===== src/rtl/wb_branch_resolve_if.sv =====
// Writeback/branch bundle from the ex4 stage into the resolve stage.
// This interface also carries the regfile, status and fetch-redirect results back.
interface wb_branch_resolve_if #(
    parameter int unsigned DW  = 32,
    parameter int unsigned RAW = 5,
    parameter int unsigned CCW = 4,
    parameter int unsigned IAW = 10
);
    localparam int unsigned PW = 48;

    logic [RAW-1:0] addr_rd_i;
    logic           regfile_we_w_i;
    logic           regfile_we_uhw_i;
    logic           branchen_i;
    logic [CCW-1:0] condcode_i;
    logic [IAW-1:0] branchtrgt_i;
    logic           sr_we_i;
    logic [PW-1:0]  p_i;

    logic [RAW-1:0] rf_addr_o;
    logic [DW-1:0]  rf_data_o;
    logic           rf_we_hi_o;
    logic           rf_we_lo_o;
    logic [3:0]     sr_o;
    logic           pc_load_o;
    logic [IAW-1:0] pc_target_o;
    logic           flush_o;

    modport master (
        output addr_rd_i, regfile_we_w_i, regfile_we_uhw_i, branchen_i,
               condcode_i, branchtrgt_i, sr_we_i, p_i,
        input  rf_addr_o, rf_data_o, rf_we_hi_o, rf_we_lo_o, sr_o,
               pc_load_o, pc_target_o, flush_o
    );

    modport slave (
        input  addr_rd_i, regfile_we_w_i, regfile_we_uhw_i, branchen_i,
               condcode_i, branchtrgt_i, sr_we_i, p_i,
        output rf_addr_o, rf_data_o, rf_we_hi_o, rf_we_lo_o, sr_o,
               pc_load_o, pc_target_o, flush_o
    );
endinterface


===== src/rtl/wb_branch_resolve.sv =====
// Writeback register stage with NZCV status register, branch resolution and
// a fixed-length wrong-path squash after each taken branch.
module wb_branch_resolve #(
    parameter int unsigned DW           = 32,
    parameter int unsigned RAW          = 5,
    parameter int unsigned CCW          = 4,
    parameter int unsigned IAW          = 10,
    parameter int unsigned FLUSH_CYCLES = 4
) (
    input  logic                clk,
    input  logic                rst,
    wb_branch_resolve_if.slave  bus
);
    localparam int unsigned HW   = DW / 2;
    localparam int unsigned PW   = 48;
    localparam int unsigned CNTW = 4;

    typedef enum logic {IDLE = 1'b0, FLUSH = 1'b1} state_t;

    state_t          state;
    logic [CNTW-1:0] cnt;

    logic       flag_n_c, flag_z_c, flag_c_c, flag_v_c;
    logic       old_lt_c;
    logic       cond_c;
    logic       valid_c;
    logic       taken_c;
    logic       unused_p_c;

    // Flags for this sample; the condition is judged on the SR as it stands now.
    always_comb begin
        flag_n_c = bus.p_i[DW-1];
        flag_z_c = (bus.p_i[DW-1:0] == '0);
        flag_c_c = bus.p_i[DW];
        flag_v_c = bus.p_i[DW] ^ bus.p_i[DW-1];
        old_lt_c = bus.sr_o[3] ^ bus.sr_o[0];
        cond_c   = 1'b0;
        case (bus.condcode_i)
            CCW'(0): cond_c = 1'b1;
            CCW'(1): cond_c = bus.sr_o[2];
            CCW'(2): cond_c = !bus.sr_o[2];
            CCW'(3): cond_c = old_lt_c;
            CCW'(4): cond_c = !old_lt_c;
            CCW'(5): cond_c = !bus.sr_o[2] && !old_lt_c;
            CCW'(6): cond_c = bus.sr_o[2] || old_lt_c;
            CCW'(7): cond_c = bus.sr_o[1];
            CCW'(8): cond_c = !bus.sr_o[1];
            default: cond_c = 1'b0;
        endcase
        valid_c = (state == IDLE);
        taken_c = valid_c && bus.branchen_i && cond_c;
    end

    assign unused_p_c = &{1'b0, bus.p_i[PW-1:DW+1]};

    always_ff @(posedge clk or posedge rst) begin
        if (rst) begin
            state           <= IDLE;
            cnt             <= '0;
            bus.rf_addr_o   <= '0;
            bus.rf_data_o   <= '0;
            bus.rf_we_hi_o  <= 1'b0;
            bus.rf_we_lo_o  <= 1'b0;
            bus.sr_o        <= '0;
            bus.pc_load_o   <= 1'b0;
            bus.pc_target_o <= '0;
            bus.flush_o     <= 1'b0;
        end else begin
            bus.rf_we_hi_o <= 1'b0;
            bus.rf_we_lo_o <= 1'b0;
            bus.pc_load_o  <= 1'b0;
            if (valid_c) begin
                if (bus.regfile_we_w_i) begin
                    bus.rf_addr_o  <= bus.addr_rd_i;
                    bus.rf_data_o  <= bus.p_i[DW-1:0];
                    bus.rf_we_hi_o <= 1'b1;
                    bus.rf_we_lo_o <= 1'b1;
                end else if (bus.regfile_we_uhw_i) begin
                    bus.rf_addr_o  <= bus.addr_rd_i;
                    bus.rf_data_o  <= {bus.p_i[HW-1:0], bus.p_i[HW-1:0]};
                    bus.rf_we_hi_o <= 1'b1;
                end
                if (bus.sr_we_i) begin
                    bus.sr_o <= {flag_n_c, flag_z_c, flag_c_c, flag_v_c};
                end
                if (taken_c) begin
                    bus.pc_load_o   <= 1'b1;
                    bus.pc_target_o <= bus.branchtrgt_i;
                    state           <= FLUSH;
                    cnt             <= CNTW'(FLUSH_CYCLES);
                    bus.flush_o     <= 1'b1;
                end
            end else begin
                // Squash this sample; the last one leaves the shadow.
                cnt <= cnt - CNTW'(1);
                if (cnt == CNTW'(1)) begin
                    state       <= IDLE;
                    bus.flush_o <= 1'b0;
                end
            end
        end
    end
endmodule

===== src/flat_wrapper.sv =====
// flat-port wrapper written by rule: the top's interface ports become plain ports
module wb_branch_resolve_flat 
#(
    parameter int unsigned DW           = 32,
    parameter int unsigned RAW          = 5,
    parameter int unsigned CCW          = 4,
    parameter int unsigned IAW          = 10,
    parameter int unsigned FLUSH_CYCLES = 4
)
  (clk, rst, bus_addr_rd_i, bus_regfile_we_w_i, bus_regfile_we_uhw_i, bus_branchen_i, bus_condcode_i, bus_branchtrgt_i, bus_sr_we_i, bus_p_i, bus_rf_addr_o, bus_rf_data_o, bus_rf_we_hi_o, bus_rf_we_lo_o, bus_sr_o, bus_pc_load_o, bus_pc_target_o, bus_flush_o);
  wb_branch_resolve_if #(.DW(DW), .RAW(RAW), .CCW(CCW), .IAW(IAW)) bus_i ();
  input  logic clk;
  input  logic rst;
  input wire logic [$bits(bus_i.addr_rd_i)-1:0] bus_addr_rd_i;
  input wire logic [$bits(bus_i.regfile_we_w_i)-1:0] bus_regfile_we_w_i;
  input wire logic [$bits(bus_i.regfile_we_uhw_i)-1:0] bus_regfile_we_uhw_i;
  input wire logic [$bits(bus_i.branchen_i)-1:0] bus_branchen_i;
  input wire logic [$bits(bus_i.condcode_i)-1:0] bus_condcode_i;
  input wire logic [$bits(bus_i.branchtrgt_i)-1:0] bus_branchtrgt_i;
  input wire logic [$bits(bus_i.sr_we_i)-1:0] bus_sr_we_i;
  input wire logic [$bits(bus_i.p_i)-1:0] bus_p_i;
  output wire logic [$bits(bus_i.rf_addr_o)-1:0] bus_rf_addr_o;
  output wire logic [$bits(bus_i.rf_data_o)-1:0] bus_rf_data_o;
  output wire logic [$bits(bus_i.rf_we_hi_o)-1:0] bus_rf_we_hi_o;
  output wire logic [$bits(bus_i.rf_we_lo_o)-1:0] bus_rf_we_lo_o;
  output wire logic [$bits(bus_i.sr_o)-1:0] bus_sr_o;
  output wire logic [$bits(bus_i.pc_load_o)-1:0] bus_pc_load_o;
  output wire logic [$bits(bus_i.pc_target_o)-1:0] bus_pc_target_o;
  output wire logic [$bits(bus_i.flush_o)-1:0] bus_flush_o;
  assign bus_i.addr_rd_i = bus_addr_rd_i;
  assign bus_i.regfile_we_w_i = bus_regfile_we_w_i;
  assign bus_i.regfile_we_uhw_i = bus_regfile_we_uhw_i;
  assign bus_i.branchen_i = bus_branchen_i;
  assign bus_i.condcode_i = bus_condcode_i;
  assign bus_i.branchtrgt_i = bus_branchtrgt_i;
  assign bus_i.sr_we_i = bus_sr_we_i;
  assign bus_i.p_i = bus_p_i;
  assign bus_rf_addr_o = bus_i.rf_addr_o;
  assign bus_rf_data_o = bus_i.rf_data_o;
  assign bus_rf_we_hi_o = bus_i.rf_we_hi_o;
  assign bus_rf_we_lo_o = bus_i.rf_we_lo_o;
  assign bus_sr_o = bus_i.sr_o;
  assign bus_pc_load_o = bus_i.pc_load_o;
  assign bus_pc_target_o = bus_i.pc_target_o;
  assign bus_flush_o = bus_i.flush_o;
  wb_branch_resolve #(.DW(DW), .RAW(RAW), .CCW(CCW), .IAW(IAW), .FLUSH_CYCLES(FLUSH_CYCLES)) u_core (.clk(clk), .rst(rst), .bus(bus_i));
endmodule

===== config.mk =====
export PLATFORM = sky130hd
export DESIGN_NAME = wb_branch_resolve_flat
export DESIGN_NICKNAME = d
export VERILOG_FILES = /design/src/rtl/wb_branch_resolve_if.sv /design/src/rtl/wb_branch_resolve.sv /design/src/flat_wrapper.sv
export SDC_FILE = /design/constraint.sdc
export NUM_CORES = 1
export LEC_CHECK = 0
export ABC_AREA = 1
export ABC_CLOCK_PERIOD_IN_PS = 3700
export CORE_MARGIN = 8
export CORE_UTILIZATION = 58
export CTS_BUF_LIST = sky130_fd_sc_hd__clkbuf_2
export CTS_CLUSTER_SIZE = 28
export DETAILED_ROUTE_END_ITERATION = 12
export DONT_BUFFER_PORTS = 1
export PLACE_DENSITY = 0.74
export REMOVE_ABC_BUFFERS = 1
export SETUP_SLACK_MARGIN = 0.02
export SLEW_MARGIN = 20
export SYNTH_ARGS = -nofsm -noshare
export SYNTH_HDL_FRONTEND = slang
export SYNTH_SLANG_ARGS = --single-unit

===== constraint.sdc =====
create_clock -name clk -period 3.7 [get_ports clk]
set_clock_uncertainty 0.05 [all_clocks]
set_input_delay 0.37 -clock clk [delete_from_list [all_inputs] [get_ports clk]]
set_output_delay 0.37 -clock clk [all_outputs]
set_load 0.05 [all_outputs]

==> results of run 1 <==
## sequential cells by signal, summed over array words and instances (netlist names)
| register | count |
|---|---|
| u_core.bus.rf_addr_o | 5 |
| u_core.bus.rf_we_hi_o | 1 |
| u_core.bus.rf_we_lo_o | 1 |
| u_core.bus.sr_o | 4 |
| u_core.state | 1 |
| u_core.cnt | 4 |
| u_core.bus.pc_target_o | 10 |
| u_core.bus.pc_load_o | 1 |
| u_core.bus.flush_o | 1 |
| u_core.bus.rf_data_o | 32 |
## power by group through the flow
| stage | registers (mW) | clock network, mW | logic (mW) |
|---|---|---|---|
| detailed placement | 2.23 | 0 | 0.618 |
| CTS | 2.22 | 0.531 | 0.657 |
| floorplan | 2.14 | 0 | 0.508 |
| global placement | 2.23 | 0 | 0.585 |
| finish | 2.21 | 0.525 | 0.661 |
| global route | 2.26 | 0.564 | 0.758 |
## cells by family after synthesis
kind of cell	after synthesis	synth area share, %
compound gates	55	10.2
flops	60	55.4
buf+inv	47	7.39
xor+xnor	1	0.323
mux	5	2.08
simple gates	152	23.7
fa+ha+maj	2	0.923
## per-stage QoR
stage	worst slack (ps)	util (%)	hold slack (ps)
floorplan	1800	-	419
global placement	1750	59.2	431
finish	1650	71.4	26.0
detailed placement	1710	59.2	436
CTS	1670	70.3	0.521
global route	1480	71.4	0.772
## final cells by class
cell class | instances | area (µm²)
flip-flops and latches | 60 | 1500
fillers | 355 | 1320
multi-input cells | 215 | 1010
repair buffers | 43 | 425
inverters | 34 | 128
clock inverters | 6 | 103
well taps | 54 | 67.6
clock buffers | 10 | 50.0
## worst max-delay path by stage
stage            startpoint                       end  slack [ps]  depth (start not counted)
6_report       u_core.state   u_core.bus.rf_data_o[5]        1650                          6
5_1_grt        u_core.state  u_core.bus.rf_data_o[26]        1480                          6
4_1_cts        u_core.state   u_core.bus.rf_data_o[5]        1670                          6
3_5_place_dp   u_core.state  u_core.bus.rf_data_o[29]        1710                          6
3_3_place_gp   u_core.state  u_core.bus.rf_data_o[28]        1750                          6
2_1_floorplan           rst        u_core.bus.flush_o        1800                          1
## tightest hold or removal path, cell delays in order
cell,delay (ps)
nand2_1,50
nand2_1,50
o21ai_0,60
## cell usage after synthesis, types with 2 or more instances
library cell / n
nand4_1: 7
mux2_1: 2
a21oi_1: 49
buf_2: 4
buf_1: 2
or2_2: 2
nor4_1: 6
buf_6: 2
ha_1: 2
nand2_1: 65
inv_1: 32
dfrtp_1: 60
nor2_2: 2
o21ai_0: 6
nor3_1: 2
nand3_1: 9
inv_2: 2
nor2_1: 56
mux2_2: 3
clkbuf_1: 4
## timing repair
item,in CTS,in global routing
hold buffers,36,5
endpoints found under the hold margin,81,7
buffers inserted,0,0
## metal layers
layer	routed length [µm]	global-route usage (%)
met1	2720	22.4
met2	3600	32.7
met3	826	9.87
met4	119	8.18
met5	0	0
==> impl_metrics.yaml, run 1 <==
outcome:
  status: "finished clean"
critical_path:
  r2r-end: "u_core.bus.rf_data_o[5]"
  cp_slowest_cell: "nand2_2"
  crit_buf_inv: 2
  worstPathRequired_ps: 4060
  startpoint_type: "flip-flop"
  cp_top_family: "simple AND/OR/NAND/NOR gates"
  rr_worst_depth: 6
  timing.rr.start: "u_core.state"
  cp_slowest_stage_delay_ps: 530
  path_cells: "inv_2 > nand2_1 > nand2_2 > buf_4 > nor2_1 > a21oi_1"
  cp.arrival_ps: 2410
  worstPathMaxFanout: 39
  end_kind: "flip-flop"
  critPathKind: "reg2reg"
  r2r_slack_ps: 1650
placed_design:
  dpl.hpwl_um: 4820
  gp_congestion: 0.792
  placed_cell_area_mm2: 0.00272
  place_inst: 365
  port_buffers: 0
clock_network:
  cts_resized: 0
  clockRootBuffer: "clkbuf_2"
  clockBufferDepth: 2
  cts_sinks: 60
  path_clk_slew_ps: 170
  tritoncts: "done"
  clock_latency_ps: 480
  ctsHtreeMaxLevel: 3
  cts_made_buffers: 9
power_and_ir_drop:
  pwr-share-seq_pct: 65.1
  ir_drop_mv: 0.675
  p_total_mw: 3.40
  power_leakage_nw: 1.61
  netSwitchingPower_mw: 1.89
  powerDensity_mw_per_mm2: 1030
  intPower_mw: 1.50
  clockPowerShare_pct: 15.4
  p_comb_share_pct: 19.5
  switching_share_pct: 55.7
layout:
  layout_common_cells: "nand2_1 (65), dfrtp_1 (60), nor2_1 (56), a21oi_1 (49), dlygate4sd3_1 (41)"
  fin_cells: 422
  n_antenna_cell: 0
  area_growth_pct: 21.1
  nets: 438
  final_common_cell: "nand2_1"
  finalInstanceArea_mm2: 0.00328
  drive_gt1_share_pct: 7.88
detailed_routing:
  vias_per_cell: 5.49
  first_pass_iters: 4
  drt.antenna.violating_nets: 0
  drtIter0Drc: 117
  vias: 2318
  wl_um: 7260
  drc_errors: 0
  wire_per_inst_um: 17.2
timing:
  fin_setup_tns_ps: 0
  rsz0062_at_grt: "false"
  period_needed_ps: 2050
  setup_viol: 0
  fmaxAchievable_mhz: 488
  slew_violations: 0
  finalCritPeriodShare_pct: 55.4
  slew-limit-headroom_pct: 39.4
  hold_viol_final: 0
  worst_slew_pin_slew_ps: 907
min_path:
  hold_path.class: "in2reg"
  min_path_cells: 3
  whs_endpoint: "u_core.bus.sr_o[2]"
  min-delay-start: "bus_sr_we_i"
synthesis:
  netlist.area_leader.share_pct: 55.4
  synth_top_area_cell: "dfrtp_1"
  synth_flop_cell: "dfrtp_1"
  yosysUniqueCellTypes: 25
  synth_edf_count: 0
  synth_seq_area_share_pct: 55.4
  async_reset_ff_share_pct: 100
  ys_top_cells_by_area: "dfrtp_1 (55%), a21oi_1 (9.0%), nand2_1 (9.0%)"
  synth-seq-cells: 60
  yosysWarnings: 0
  avgSynthCellArea_um2: 8.42
  synthCells: 322
  synth_area_mm2: 0.00271
die:
  core_mm2: 0.00460
  die_w_um: 84.4
  start_util_pct: 58.9
  io_pins: 128
  die_y_um: 84.4
  num_rows: 25
  dieArea_mm2: 0.00712
global_routing:
  antenna_found_initial: 0
  grt_pass1_wl_um: 11500
  grt_usage_pct: 20.3
  grt_max_degree: 46
  grt_pass1_vias: 2373
  grt_remaining_overflow: 0
flow_run:
  cap_violations: 0
(Power assumes the default switching activity.)
==> run 2: changes to the inputs <==
--- a/config.mk
+++ b/config.mk
@@ -6,7 +6,7 @@
 export NUM_CORES = 1
 export LEC_CHECK = 0
 export ABC_AREA = 1
-export ABC_CLOCK_PERIOD_IN_PS = 3700
+export ABC_CLOCK_PERIOD_IN_PS = 2000
 export CORE_MARGIN = 8
 export CORE_UTILIZATION = 58
 export CTS_BUF_LIST = sky130_fd_sc_hd__clkbuf_2
==> constraint.sdc (replaced) <==
create_clock -name clk -period 2 [get_ports clk]
set_clock_uncertainty 0.05 [all_clocks]
set_input_delay 0.2 -clock clk [delete_from_list [all_inputs] [get_ports clk]]
set_output_delay 0.2 -clock clk [all_outputs]
set_load 0.05 [all_outputs]
==> run 2 against run 1 <==
Effect of this change: via count up 1.6%; cell count up 4.7%; first-iteration DRC count up 50%; flip-flop and latch count unchanged; register-to-register slack worse by 1400 ps; routed wire length up 3.0%; critical path type unchanged; highest routed layer unchanged.
==> impl_metrics.yaml, run 2 (same netlist as run 1, synthesis figures left out) <==
outcome:
  status: "finished clean"
clock_network:
  clockBufferDepth: 2
  post_cts_buffers: 0
  path_clk_slew_ps: 150
  tritoncts: "done"
  cts_made_buffers: 9
  clock_latency_ps: 470
  ctsHtreeMaxLevel: 3
  clockRootBuffer: "clkbuf_2"
  cts_sinks: 60
timing:
  worst_slew_pin_slew_ps: 543
  fmaxAchievable_mhz: 568
  fin_setup_tns_ps: 0
  fin_hold_ws_ps: 136
  hold_viol_final: 0
  period_needed_ps: 1760
  rsz0062_at_grt: "false"
  finalCritPeriodShare_pct: 88.1
  slew_violations: 0
  slew-limit-headroom_pct: 63.8
  setup_viol: 0
detailed_routing:
  vias: 2354
  drc_errors: 0
  wire_per_inst_um: 16.9
  wl_um: 7470
  drtIter0Drc: 176
  drt.antenna.violating_nets: 0
  vias_per_cell: 5.33
  first_pass_iters: 4
placed_design:
  gp_congestion: 0.787
  port_buffers: 0
  dpl.hpwl_um: 4790
global_routing:
  grt_remaining_overflow: 0
  antenna_found_initial: 0
  grt_pass1_vias: 2461
  grt_pass1_wl_um: 11900
  grt_max_degree: 61
  grt_usage_pct: 21.1
layout:
  num-fill-cells: 353
  final_common_cell: "nand2_1"
  layout_common_cells: "nand2_1 (65), dfrtp_1 (59), nor2_1 (56), dlygate4sd3_1 (55), a21oi_1 (49)"
  drive_gt1_share_pct: 10.1
  regArea_mm2: 0.00150
  top_regs: "u_core.bus.rf_data_o x32, u_core.bus.pc_target_o x10, u_core.bus.rf_addr_o x5"
  n_antenna_cell: 0
  area_growth_pct: 26.9
  multi_input_area_mm2: 0.00101
  largest_reg_flops: 32
  regMostFlops: "u_core.bus.rf_data_o"
  nets: 460
critical_path:
  cp_top_family: "buffers and inverters"
  crit_start: "u_core.state"
  worstPathMaxFanout: 9
  worstPathRequired_ps: 2360
  cp_slowest_cell: "dlygate4sd3_1"
  crit_buf_inv: 3
  path_cells: "inv_4 > nand2_1 > inv_2 > nand2_1 > o21ai_0 > nand2_1 > o21ai_0 > dlygate4sd3_1"
  cp.arrival_ps: 2120
  startpoint_type: "flip-flop"
  crit_top_cell: "nand2_1"
  timing.rr.start: "u_core.state"
  critPathKind: "reg2reg"
  cp_slowest_stage_delay_ps: 570
  end_kind: "flip-flop"
power_and_ir_drop:
  clockPowerShare_pct: 11.2
  intPower_mw: 2.65
  p_comb_share_pct: 24.2
  netSwitchingPower_mw: 3.53
  ir_drop_mv: 1.25
  powerDensity_mw_per_mm2: 1800
  pwr-share-seq_pct: 64.6
  switching_share_pct: 57.1
  power_leakage_nw: 1.69
  p_total_mw: 6.18
die:
  io_pins: 128
  dieArea_mm2: 0.00712
  die_w_um: 84.4
  start_util_pct: 58.9
  die_y_um: 84.4
  num_rows: 25
  core_mm2: 0.00460
min_path:
  hold_path.class: "in2reg"
  min-delay-start: "bus_condcode_i[3]"
flow_run:
  cap_violations: 0
[run 2: path summary, 6_finish.rpt]
path | cells after the start | slack, ps | end
max | 8 | 240 | u_core.bus.sr_o[0]
min | 5 | 140 | u_core.state
max reg2reg | 8 | 240 | u_core.bus.sr_o[0]
min reg2reg | 2 | 490 | u_core.cnt[1]
max in group asynchronous | 3 | 1460 | u_core.bus.rf_data_o[0]
min in group asynchronous | 3 | 180 | u_core.bus.pc_target_o[6]
[run 2: metrics by stage]
| step | cells | utilization (%) | instance area (µm²) | setup WS [ps] |
|---|---|---|---|---|
| after floorplan | 309 | - | 2640 | 162 |
| after global placement | 372 | 60.6 | 2790 | 390 |
| after detailed placement | 372 | 60.6 | 2790 | 291 |
| after CTS | 442 | 74.8 | 3440 | 154 |
| after global routing | 442 | 74.8 | 3440 | 36.2 |
| final | 442 | 74.8 | 3440 | 239 |
[run 2: cell type report]
class                      count  area share, %
clock buffer                  11           1.60
clock inverter                 3           1.16
inverter                      34           3.78
multi-input combinational    215           29.3
sequential                    60           43.7
tap                           54           1.96
timing repair buffer          65           18.5
[run 2: what timing repair did]
item / in CTS / in global routing
resized for setup: 0 / 3
hold buffers: 56 / 0
endpoints found under the setup margin: 0 / 1
endpoints found under the hold margin: 113 / 0
[run 2: routing by layer]
metal  global-route usage (%)  vias to the layer above  wire (µm)
li1                         -                     1155          -
met1                     22.2                     1096       2840
met2                     35.7                       88       3840
met3                     9.00                       15        652
met4                     9.41                        0        147
met5                        0                        -          0
[run 2: worst reg2reg max path, stage by stage, from the launching register on]
cell,delay [ps]
dfrtp_2,490
inv_4,110
nand2_1,90
inv_2,100
nand2_1,70
o21ai_0,70
nand2_1,60
o21ai_0,80
dlygate4sd3_1,570
[run 2: power groups by stage]
| stage | sequential (mW) | combinational (mW) | clock, mW |
|---|---|---|---|
| floorplan | 3.96 | 0.939 | 0 |
| global placement | 4.01 | 1.27 | 0 |
| detailed placement | 4.02 | 1.33 | 0 |
| CTS | 4.00 | 1.48 | 0.703 |
| global route | 4.07 | 1.69 | 0.758 |
| finish | 4.00 | 1.50 | 0.690 |
==> run 3: changes to the inputs <==
--- a/config.mk
+++ b/config.mk
@@ -7,6 +7,7 @@
 export LEC_CHECK = 0
 export ABC_AREA = 1
 export ABC_CLOCK_PERIOD_IN_PS = 2000
+export CAP_MARGIN = 15
 export CORE_MARGIN = 8
 export CORE_UTILIZATION = 58
 export CTS_BUF_LIST = sky130_fd_sc_hd__clkbuf_2
@@ -14,7 +15,6 @@
 export DETAILED_ROUTE_END_ITERATION = 12
 export DONT_BUFFER_PORTS = 1
 export PLACE_DENSITY = 0.74
-export REMOVE_ABC_BUFFERS = 1
 export SETUP_SLACK_MARGIN = 0.02
 export SLEW_MARGIN = 20
 export SYNTH_ARGS = -nofsm -noshare
==> run 3 against run 2 <==
Effect of this change: critical path depth is the same; via count increased by 2.4%; sequential share of layout area shrank 0.084 points; sequential power about the same; worst setup slack got worse by 16 ps; critical path type unchanged; largest cell class unchanged.
==> impl_metrics.yaml, run 3 (same netlist as run 1, synthesis figures left out) <==
clock_network:
  clockBufferDepth: 2
  ctsHtreeMaxLevel: 3
  path_clk_slew_ps: 150
  tritoncts: "done"
  clock_latency_ps: 460
  cts_sinks: 60
  clockRootBuffer: "clkbuf_2"
  post_cts_buffers: 0
  cts_made_buffers: 9
critical_path:
  startpoint_type: "flip-flop"
  cp_slowest_cell: "dlygate4sd3_1"
  worstPathMaxFanout: 9
  path_cells: "inv_2 > nand2_1 > inv_2 > nand2_1 > o21ai_0 > nand2_1 > o21ai_0 > dlygate4sd3_1"
  cp.arrival_ps: 2120
  cp_top_family: "buffers and inverters"
  crit_top_cell: "nand2_1"
  critPathKind: "reg2reg"
  end_kind: "flip-flop"
  cp_slowest_stage_delay_ps: 550
  worstPathRequired_ps: 2350
  crit_buf_inv: 3
layout:
  num-fill-cells: 332
  regMostFlops: "u_core.bus.rf_data_o"
  top_regs: "u_core.bus.rf_data_o x32, u_core.bus.pc_target_o x10, u_core.bus.rf_addr_o x5"
  area_growth_pct: 27.1
  n_antenna_cell: 0
  drive_gt1_share_pct: 9.41
  largest_reg_flops: 32
  layout_common_cells: "nand2_1 (65), dfrtp_1 (60), dlygate4sd3_1 (59), nor2_1 (56), a21oi_1 (49)"
  final_common_cell: "nand2_1"
  nets: 464
die:
  dieArea_mm2: 0.00712
  num_rows: 25
  core_mm2: 0.00460
  io_pins: 128
  start_util_pct: 58.9
  die_y_um: 84.4
  die_w_um: 84.4
synthesis:
  syn_nets: 397
detailed_routing:
  vias: 2411
  drt.antenna.violating_nets: 0
  drc_errors: 0
  wl_um: 7660
  drtIter0Drc: 154
  wire_per_inst_um: 17.1
  first_pass_iters: 4
  vias_per_cell: 5.39
min_path:
  hold_path.class: "in2reg"
global_routing:
  grt_use_met2_pct: 37.7
  use_met1_pct: 24.3
  met3_usage_pct: 9.39
  grt_usage_pct: 22.3
  grt_pass1_wl_um: 12700
  grt_pass1_vias: 2532
  antenna_found_initial: 0
  grt_max_degree: 31
  grt_remaining_overflow: 0
  busiest_layer: "met2"
power_and_ir_drop:
  powerDensity_mw_per_mm2: 1760
  power_leakage_nw: 1.69
  ir_drop_mv: 1.15
outcome:
  status: "finished clean"
timing:
  finalCritPeriodShare_pct: 88.9
  hold_viol_final: 0
  rsz0062_at_grt: "false"
  fin_ws_ps: 223
  slew_violations: 0
  period_needed_ps: 1780
  fin_setup_tns_ps: 0
  worst_slew_pin_slew_ps: 705
  slew-limit-headroom_pct: 52.9
  fmaxAchievable_mhz: 563
  setup_viol: 0
  fin_hold_ws_ps: 40.4
placed_design:
  port_buffers: 0
  dp_slack_ps: 352
  dpl.hpwl_um: 5050
  gp_congestion: 0.905
flow_run:
  cap_violations: 0
[run 3: path summary, 6_finish.rpt]
check,from,end,slack [ps],cells after the start
max in group asynchronous,rst,u_core.bus.rf_data_o[30],980,3
setup / recovery,u_core.state,u_core.bus.sr_o[0],220,8
hold / removal,bus_branchen_i,u_core.state,40,4
hold reg to reg,u_core.cnt[2],u_core.cnt[2],480,2
min in group asynchronous,rst,u_core.bus.pc_target_o[0],210,2
setup reg to reg,u_core.state,u_core.bus.sr_o[0],220,8
[run 3: timing repair]
item                                   4_1_cts  5_1_grt
hold buffers                                59        0
resized for setup                            0        1
setup endpoints to repair                    0        1
endpoints found under the hold margin       80        0
[run 3: layout make-up]
type	instances	area, µm²	share of cell area [%]
Multi-Input combinational cell	215	1010	29.3
Inverter	34	128	3.71
Sequential cell	60	1500	43.6
Clock inverter	4	17.5	0.509
Timing Repair Buffer	69	666	19.3
Tap cell	54	67.6	1.96
Clock buffer	11	55.1	1.60
[run 3: layer usage]
layer  wire length (µm)  share of wire, %  vias to the layer above
met4                168               2.2                        0
met2               3930                51                      106
li1                   -                 -                     1161
met5                  0                 0                        -
met3                759               9.9                       16
met1               2800                37                     1128
[run 3: where the power goes]
| group | internal (mW) | total (mW) | switching, mW |
|---|---|---|---|
| sequential | 1.75 | 3.98 | 2.23 |
| combinational | 0.608 | 1.51 | 0.902 |
| clock | 0.156 | 0.562 | 0.405 |
| total | 2.52 | 6.05 | 3.54 |
[run 3: stage by stage]
stage / total power [mW] / std cells / cell area, µm² / util, %
floorplan: 4.97 / 322 / 2710 / -
global placement: 5.29 / 373 / 2780 / 60.5
detailed placement: 5.37 / 373 / 2780 / 60.5
CTS: 6.05 / 447 / 3440 / 74.9
global route: 6.41 / 447 / 3440 / 74.9
finish: 6.05 / 447 / 3440 / 74.9
[run 3: worst register-to-register path: stages (launching register included)]
cell and delay, ps:
dfrtp_1 470, inv_2 160, nand2_1 100, inv_2 110, nand2_1 80, o21ai_0 80
nand2_1 70, o21ai_0 60, dlygate4sd3_1 550
